$ cat src/rtl/fetch_top.sv
// fetch_top -- instruction-fetch stage, producer end of the fetch->decode
// boundary. Owns the PC, requests instructions from an abortable instruction
// memory and presents a registered pc/instruction/valid triple to decode.
//
// Ports:
//   clk, reset                   clock; synchronous active-high reset
//   imem_req, imem_addr          request and address (current pc) to memory
//   imem_ready, imem_data        response strobe and instruction from memory
//   stall                        decode cannot accept; outputs are held
//   is_jump, jump_addr           decode-stage jump (from out_instruction)
//   branch_taken, branch_addr    memory-stage taken branch
//   out_pc, out_instruction      registered instruction and its pc
//   out_valid                    out_instruction valid (decode write enable)
//   state_dbg                    fetch FSM state (0 = S_REQ, 1 = S_HELD)
//   perf_fetched,                optional performance counters, present only
//   perf_stall_cycles            when FETCH_PERF_CNT_EN is defined
//
// Handshake: the memory side completes a fetch in every cycle where
// imem_req=1 and imem_ready=1; imem_ready is ignored while imem_req=0, and
// imem_addr may change under an outstanding request (the memory then serves
// the new address). The decode side accepts out_instruction at every clock
// edge where out_valid=1 and stall=0; while stall=1 the outputs are held.
//
// Optional feature macro: FETCH_PERF_CNT_EN (adds perf_fetched and
// perf_stall_cycles, 32-bit wrapping counters).

module fetch_top #(
  parameter int                    ADDR_SIZE  = 32,
  parameter int                    INSTR_SIZE = 32,
  parameter logic [ADDR_SIZE-1:0]  RESET_PC   = '0
) (
  input  logic                  clk,
  input  logic                  reset,
  output logic                  imem_req,
  output logic [ADDR_SIZE-1:0]  imem_addr,
  input  logic                  imem_ready,
  input  logic [INSTR_SIZE-1:0] imem_data,
  input  logic                  stall,
  input  logic                  is_jump,
  input  logic [ADDR_SIZE-1:0]  jump_addr,
  input  logic                  branch_taken,
  input  logic [ADDR_SIZE-1:0]  branch_addr,
  output logic [ADDR_SIZE-1:0]  out_pc,
  output logic [INSTR_SIZE-1:0] out_instruction,
  output logic                  out_valid,
`ifdef FETCH_PERF_CNT_EN
  output logic [31:0]           perf_fetched,
  output logic [31:0]           perf_stall_cycles,
`endif
  output logic                  state_dbg
);

  typedef enum logic {
    S_REQ  = 1'b0,  // requesting the instruction at pc
    S_HELD = 1'b1   // one fetched instruction parked in the buffer
  } state_t;

  state_t                  state;
  logic [ADDR_SIZE-1:0]    pc;
  logic [ADDR_SIZE-1:0]    buf_pc;
  logic [INSTR_SIZE-1:0]   buf_instr;

  logic                    redir;
  logic [ADDR_SIZE-1:0]    redir_target;
  logic                    take_resp;
  logic                    deliver_resp;
  logic                    buffer_resp;
  logic                    deliver_buf;

  // A jump is only acted on once decode has actually accepted it; while
  // decode stalls it still holds the jump and will present it again.
  assign redir        = branch_taken | (is_jump & out_valid & ~stall);
  assign redir_target = branch_taken ? branch_addr : jump_addr;

  assign take_resp    = (state == S_REQ) & imem_ready;
  assign deliver_resp = ~redir & take_resp & ~stall;
  assign buffer_resp  = ~redir & take_resp & stall;
  assign deliver_buf  = ~redir & (state == S_HELD) & ~stall;

  assign imem_req  = (state == S_REQ);
  assign imem_addr = pc;
  assign state_dbg = (state == S_HELD);

  always_ff @(posedge clk) begin
    if (reset) begin
      state           <= S_REQ;
      pc              <= RESET_PC;
      out_pc          <= '0;
      out_instruction <= '0;
      out_valid       <= 1'b0;
      buf_pc          <= '0;
      buf_instr       <= '0;
    end else if (redir) begin
      // Squash: drop the output, any buffered instruction and whatever the
      // memory returns this cycle (it belongs to the wrong path).
      pc              <= redir_target;
      out_valid       <= 1'b0;
      out_instruction <= '0;
      state           <= S_REQ;
    end else if (deliver_resp) begin
      out_instruction <= imem_data;
      out_pc          <= pc;
      out_valid       <= 1'b1;
      pc              <= pc + ADDR_SIZE'(4);
    end else if (buffer_resp) begin
      // Decode is stalled but the memory already answered: park it and stop
      // requesting until the buffer drains.
      buf_pc          <= pc;
      buf_instr       <= imem_data;
      pc              <= pc + ADDR_SIZE'(4);
      state           <= S_HELD;
    end else if (deliver_buf) begin
      out_pc          <= buf_pc;
      out_instruction <= buf_instr;
      out_valid       <= 1'b1;
      state           <= S_REQ;
    end else if (!stall) begin
      // Nothing to hand over: insert a NOP bubble.
      out_valid       <= 1'b0;
      out_instruction <= '0;
    end
  end

`ifdef FETCH_PERF_CNT_EN
  always_ff @(posedge clk) begin
    if (reset) begin
      perf_fetched      <= '0;
      perf_stall_cycles <= '0;
    end else begin
      if (deliver_resp | deliver_buf)
        perf_fetched <= perf_fetched + 32'd1;
      if ((imem_req & ~imem_ready) | (state == S_HELD))
        perf_stall_cycles <= perf_stall_cycles + 32'd1;
    end
  end
`else
  // Performance counters are not built in this configuration.
`endif

endmodule
$ cat config.mk
export PLATFORM = sky130hd
export DESIGN_NAME = fetch_top
export DESIGN_NICKNAME = d
export VERILOG_FILES = /design/src/rtl/fetch_top.sv
export SDC_FILE = /design/constraint.sdc
export NUM_CORES = 1
export LEC_CHECK = 0
export ABC_AREA = 1
export BUFFER_PORTS_ARGS = -buffer_cell sky130_fd_sc_hd__buf_2
export CORE_ASPECT_RATIO = 1.75
export CORE_MARGIN = 10
export CORE_UTILIZATION = 58
export DETAILED_ROUTE_END_ITERATION = 10
export PLACE_DENSITY = 0.95
export SLEW_MARGIN = 20
export SYNTH_ARGS = -nofsm -noshare
export SYNTH_HDL_FRONTEND = slang
export SYNTH_SLANG_ARGS = --single-unit
$ cat constraint.sdc
create_clock -name clk -period 4.3 [get_ports clk]
set_input_delay 0.215 -clock clk [delete_from_list [all_inputs] [get_ports clk]]
set_output_delay 0.215 -clock clk [all_outputs]
set_load 0.05 [all_outputs]
==> out/qor.yml, run 1 <==
run_status:
  status: "complete, no violations"
route:
  wl_per_cell_um: 16.2
  postRouteAntennaNets: 0
  drt_iter0_drc: 477
  routed_wl_um: 25200
  drc: 0
  first_pass_iters: 7
  vias: 8455
  via_per_inst: 5.45
setup_path:
  startpoint: "state_dbg"
  crit_path_max_fanout: 66
  slowest_stage: "nor2_4"
  r2r_start: "state_dbg"
  crit_required_ns: 4.68
  crit_type: "register to register"
  critPathCaptureType: "register"
  crit_arrival_ns: 3.20
  critPathMaxStageDelay_ns: 0.64
  path_cells: "inv_1 > nand2_2 > nor2_4 > nand2_4 > buf_4 > inv_2 > nand2_1 > o211ai_1 > nand2_1 > inv_1"
  start_kind: "register"
timing:
  worst_pin_slew_ns: 0.808
  fmax_mhz: 354
  slew_headroom_pct: 46.1
  final_hold_viol_count: 0
  slew_violations: 0
  rsz0062_at_grt: "no"
  fin_tns_setup_ns: 0
  period_share_pct: 65.6
  final-setup-viol-count: 0
  clock_skew_ns: 0.00717
  layout_min_cycle_time_ns: 2.82
synth:
  syn_area_per_cell_um2: 6.64
  synth_cell_types: 26
  ys_seq_area_share_pct: 40.4
  synth_compound_area_share_pct: 19.4
  synth_cells: 1208
  synthTopCellsByArea: "dfxtp_1, nand2_1, inv_1"
  syn_area_um2: 8030
  synthAdderAreaFrac_pct: 0.156
  syn-num-nets: 1311
  yosysTopAreaCell: "dfxtp_1"
  ys_seq_elements: 162
  synthSimpleGateAreaFrac_pct: 27.4
  synth-xor-area-share_pct: 0
  synth_top_area_share_pct: 40.4
  ys.warnings.count: 0
  synth_top_family_by_area: "simple AND/OR/NAND/NOR gates"
  muxShareOfSynthArea_pct: 0
clocking:
  cts_tree: "yes"
  insertion_delay_ns: 0.43
  ctsResizeCount: 0
  post_cts_buffers: 0
  cts_max_level: 4
  hold_buffers: 0
  clockRootBuffer: "clkbuf_16"
  cts.sinks: 162
  cts_made_buffers: 17
  cts_buffer_depth: 2
  path_clk_slew_ns: 0.07
finish:
  nets: 1467
  stdcell_count: 1551
  layout_commonest_cell: "nand2_1"
  drive_gt1_share_pct: 21.1
  diodes: 0
  area_delta_synth_final_pct: 19.2
  final_cell_mix: "nand2_1, buf_2, inv_1, dfxtp_1, nor2_1"
power_and_ir_drop:
  peakVddDrop_mv: 0.260
  power_density_nw_per_um2: 388
  p_leak_nw: 4.80
placement:
  place.gp.congestion: 0.955
  dp.cells: 1519
  port_buffers: 200
  place_hpwl_um: 17600
global_route:
  antenna_found_initial: 1
  grt_max_degree: 118
  grt-ovfl-total: 0
  grt_pass1_vias: 8387
  grt_pass1_wl_um: 40000
  track_usage_pct: 26.0
die:
  fp.dieH_um: 176
  core-area_um2: 13500
  io_pins: 201
  die_x_um: 109
  dieArea_um2: 19100
  initial_utilization_pct: 59.3
  fp-row-count: 56
min_path:
  min-delay-start: "branch_addr[0]"
  min_path_type: "input port to register"
run:
  drv_cap: 0
-- final timing paths --
path / slack [ns] / end / cells past startpoint
hold / removal: 0.06 / imem_addr[0] / 3
setup reg to reg: 1.48 / out_instruction[7] / 10
hold reg to reg: 0.46 / buf_instr[3] / 2
setup / recovery: 1.48 / out_instruction[7] / 10
-- logic make-up after synthesis --
logic type                 Yosys count
and+or+nand+nor                    539
buffers and inverters              252
adders and majority gates            1
DFF                                162
AOI/OAI and AO/OA                  254
-- routing by layer --
layer	routed length, um	up-vias	part of all wire [%]	global-route usage [%]
li1	-	4139	-	-
met1	9140	3819	36	27.5
met2	12700	407	50	45.3
met3	2080	90	8.3	5.43
met4	1260	0	5.0	15.6
met5	0	-	0	0
-- sequential cells by signal, indices dropped and copies added, names as in the netlist --
name and count:
buf_instr 32, buf_pc 32, imem_addr 32, out_instruction 32
out_pc 32, out_valid 1, state_dbg 1
-- final cells by class --
class,count,area (um^2)
fill,1121,3960
multi-input combinational,794,3790
sequential,162,3240
timing repair buffer,208,1060
inverter,181,679
clock buffer,20,457
tap,174,218
clock inverter,12,123
-- power breakdown --
part,internal [mW],switching (mW),leakage (nW)
sequential,1.57,0.0531,1.32
clock,0.840,0.660,0.280
combinational,0.157,0.430,3.20
-- cell usage after synthesis (all sizes together) --
cell type	number
nor2	109
inv	181
o21ai	97
nand2	339
and2	2
ha	1
nand3	70
dfxtp	162
a31oi	20
a21oi	79
o211a	2
clkbuf	38
nand4	4
o211ai	56
or2	15
buf	33
-- through the flow --
step / hold WS [ns] / setup WS, ns / instance area (um^2) / utilization, % / power, mW
after global routing: 0.0627 / 1.29 / 9570 / 70.7 / 3.83
after detailed placement: 0.446 / 1.35 / 8980 / 66.4 / 2.23
final: 0.0579 / 1.48 / 9570 / 70.7 / 3.71
after CTS: 0.0593 / 1.52 / 9560 / 70.7 / 3.70
after floorplan: 0.375 / 2.28 / 8030 / - / 2.05
after global placement: 0.441 / 1.50 / 8980 / 66.4 / 2.22
-- worst max-delay path, delay by kind of cell, from the launching register on --
family / cells / cell delay, ns
compound gates: 1 / 0.14
simple gates: 5 / 1.15
flops: 1 / 0.32
buf+inv: 4 / 1.13
Power figures use the tool's default switching activity.
==> inputs of run 2 (changes only) <==
Settings changed: CORE_UTILIZATION 58 to 49, PLACE_DENSITY 0.95 to 0.88.
Clock period 4.3 ns to 2.35 ns, I/O delays scaled along.
==> run 2 against run 1 <==
Net effect:
- cell area increased by 4.8%
- hold slack lost 0.051 ns
- fmax rose by 40%
- worst setup slack worse by 1.1 ns
- critical endpoint is now imem_addr[26]
==> out/qor.yml, run 2 (synthesis results as in run 1) <==
timing:
  layout_min_cycle_time_ns: 2.02  # -0.803 ns
  worst_pin_slew_ns: 0.636  # -0.173 ns
  rsz0062_at_grt: "no"
  period_share_pct: 85.9  # +20 points
  final_hold_viol_count: 0  # unchanged
  slew_headroom_pct: 57.6  # +12 points
  fin_tns_setup_ns: 0  # unchanged
  fin_ws_ns: 0.331  # -1.15 ns
  clock_skew_ns: 0.0143  # +0.00716 ns
  holdWs_ns: 0.00719  # -0.0507 ns
  fmax_mhz: 495  # +40%
  final-setup-viol-count: 0  # unchanged
  slew_violations: 0  # unchanged
clocking:
  cts_made_buffers: 17  # unchanged
  ctsResizeCount: 0  # unchanged
  clockRootBuffer: "clkbuf_16"
  cts_buffer_depth: 2  # unchanged
  cts_tree: "yes"
  path_clk_slew_ns: 0.07  # about the same
  cts.sinks: 162  # unchanged
  cts_max_level: 4  # unchanged
  insertion_delay_ns: 0.42  # about the same
power_and_ir_drop:
  pwr-share-comb_pct: 16.6  # +0.8 points
  p_leak_nw: 5.02  # +4.5%
  p_int_mw: 4.79  # +87%
  power_density_nw_per_um2: 687  # +77%
  peakVddDrop_mv: 0.494  # +90%
  p_clk_share_pct: 40.4  # about the same
  p_sw_share_pct: 30.5  # -0.35 points
  p_seq_share_pct: 43.0  # -0.7 points
  p_switching_mw: 2.10  # +84%
min_path:
  min_to: "buf_instr[6]"
  worstHoldPathCells: 3  # unchanged
  min_path_type: "input port to register"
  min-delay-start: "imem_data[6]"
setup_path:
  critPathCaptureType: "register"
  crit_arrival_ns: 2.37  # -0.83 ns
  crit_required_ns: 2.70  # -1.98 ns
  r2r_start: "imem_addr[3]"
  crit_path_max_fanout: 6  # -91%
  path_cells: "ha_1 > nand2_1 > nor2_1 > nand2_1 > nor2_1 > nand2_1 > nand2_1 > nand3_1 > a21oi_1"
  critPathTopFamily: "simple AND/OR/NAND/NOR gates"
  r2r.worst_path.cells: 9  # -1
  rr_endpoint: "imem_addr[26]"
  start_kind: "register"
  slowest_stage: "dfxtp_1"
  crit_type: "register to register"
  critPathBufInv: 0  # -4
  rrSetupSlack_ns: 0.33  # -1.15 ns
  cp_common_cell: "nand2_1"
  critPathMaxStageDelay_ns: 0.45  # -0.19 ns
finish:
  fillers: 1459  # +30%
  area_delta_synth_final_pct: 25.0
  nets: 1508  # +2.8%
  layout_commonest_cell: "nand2_1"
  final_area_um2: 10000  # +4.8%
  utilization_pct: 62.6  # -8.2 points
  drive_gt1_share_pct: 21.4  # +0.24 points
  final_cell_mix: "nand2_1, buf_2, inv_1, dfxtp_1, nor2_1"
die:
  fp.dieH_um: 189  # +7.8%
  dieArea_um2: 22100  # +16%
  fp-row-count: 61  # +8.9%
  initial_utilization_pct: 50.1  # -9.3 points
  die_x_um: 117  # +7.2%
  io_pins: 201  # unchanged
  core-area_um2: 16000  # +19%
global_route:
  grt_pass1_vias: 8257  # -1.6%
  grt_pass1_wl_um: 41100  # +2.7%
  grt-ovfl-total: 0  # unchanged
  antenna_found_initial: 2  # +1
  track_usage_pct: 23.2  # -2.8 points
  grt_max_degree: 61  # -48%
placement:
  place_hpwl_um: 18600  # +5.2%
  place.gp.congestion: 0.932  # -2.4%
  pre_cts_slack_ns: 0.351  # -1.00 ns
  port_buffers: 200  # unchanged
  placed_cell_area_um2: 9150  # +1.9%
route:
  via_per_inst: 5.35  # -1.8%
  drc: 0  # unchanged
  wl_per_cell_um: 16.2  # about the same
  postRouteAntennaNets: 0  # unchanged
  routed_wl_um: 26100  # +3.6%
  first_pass_iters: 6  # -1
  drt_iter0_drc: 557  # +17%
  vias: 8613  # +1.9%
run_status:
  status: "complete, no violations"
run:
  drv_cap: 0  # unchanged
-- run 2: changes by cell type in the layout (fill, tap and decap cells not counted) --
cell and delta:
dlygate4sd3_1 +29, buf_4 +7, buf_12 +5, clkbuf_8 -2, clkinv_2 +2, diode_2 +2
bufinv_16 +1, clkinv_4 -1, nand2_4 +1, nand2_8 -1
-- run 2: worst reg2reg max path, cell delays in order (launching register included) --
cell     delay (ns)
dfxtp_1        0.45
ha_1           0.23
nand2_1        0.08
nor2_1         0.31
nand2_1        0.13
nor2_1         0.39
nand2_1        0.09
nand2_1        0.08
nand3_1        0.07
a21oi_1        0.13
-- run 2: area by class of cell --
type | count | area, um^2 | share of cell area [%]
Inverter | 181 | 679 | 6.77
Timing Repair Buffer | 249 | 1500 | 15.0
Tap cell | 189 | 236 | 2.36
Sequential cell | 162 | 3240 | 32.3
Clock buffer | 18 | 429 | 4.28
Clock inverter | 14 | 154 | 1.53
Multi-Input combinational cell | 794 | 3780 | 37.7
Antenna cell | 2 | 5.00 | 0.0499
-- run 2: how the worst max path moves through the flow --
stage                  from            end  slack, ns  depth (start not counted)
4_1_cts        imem_addr[3]  imem_addr[22]       0.33                          9
3_5_place_dp   imem_addr[3]  imem_addr[22]       0.35                          9
6_report       imem_addr[3]  imem_addr[26]       0.33                          9
2_1_floorplan     state_dbg     buf_pc[24]       0.33                          8
5_1_grt        imem_addr[3]  imem_addr[26]       0.14                          9
3_3_place_gp   imem_addr[3]  imem_addr[22]       0.43                          9
-- run 2: power by group through the flow --
stage | Sequential (mW) | Combinational [mW] | Clock [mW]
after floorplan | 3.29 | 0.468 | 0
after global placement | 3.02 | 1.08 | 0
after detailed placement | 3.02 | 1.10 | 0
after CTS | 2.96 | 1.14 | 2.81
after global routing | 2.98 | 1.24 | 2.93
final | 2.96 | 1.14 | 2.78
-- run 2: timing repair --
item / 4_1_cts / 5_1_grt
hold endpoints to repair: 36 / 0
hold buffers: 29 / 0
endpoints found under the setup margin: 0 / 0
setup buffers: 0 / 0
-- run 2: layer usage --
layer  share of wire, %  track usage [%]  wire [um]  up-vias
met5                  0                0          0        -
met2                 52             41.2      13600      344
met1                 36             24.2       9510     3957
met4                4.4             12.9       1150        0
met3                7.1             4.94       1860       76
li1                   -                -          -     4236
-- run 2: per-stage QoR --
step / total power, mW / cells
detailed placement: 4.12 / 1546
floorplan: 3.76 / 1208
global placement: 4.10 / 1546
CTS: 6.91 / 1607
finish: 6.89 / 1609
global route: 7.15 / 1608
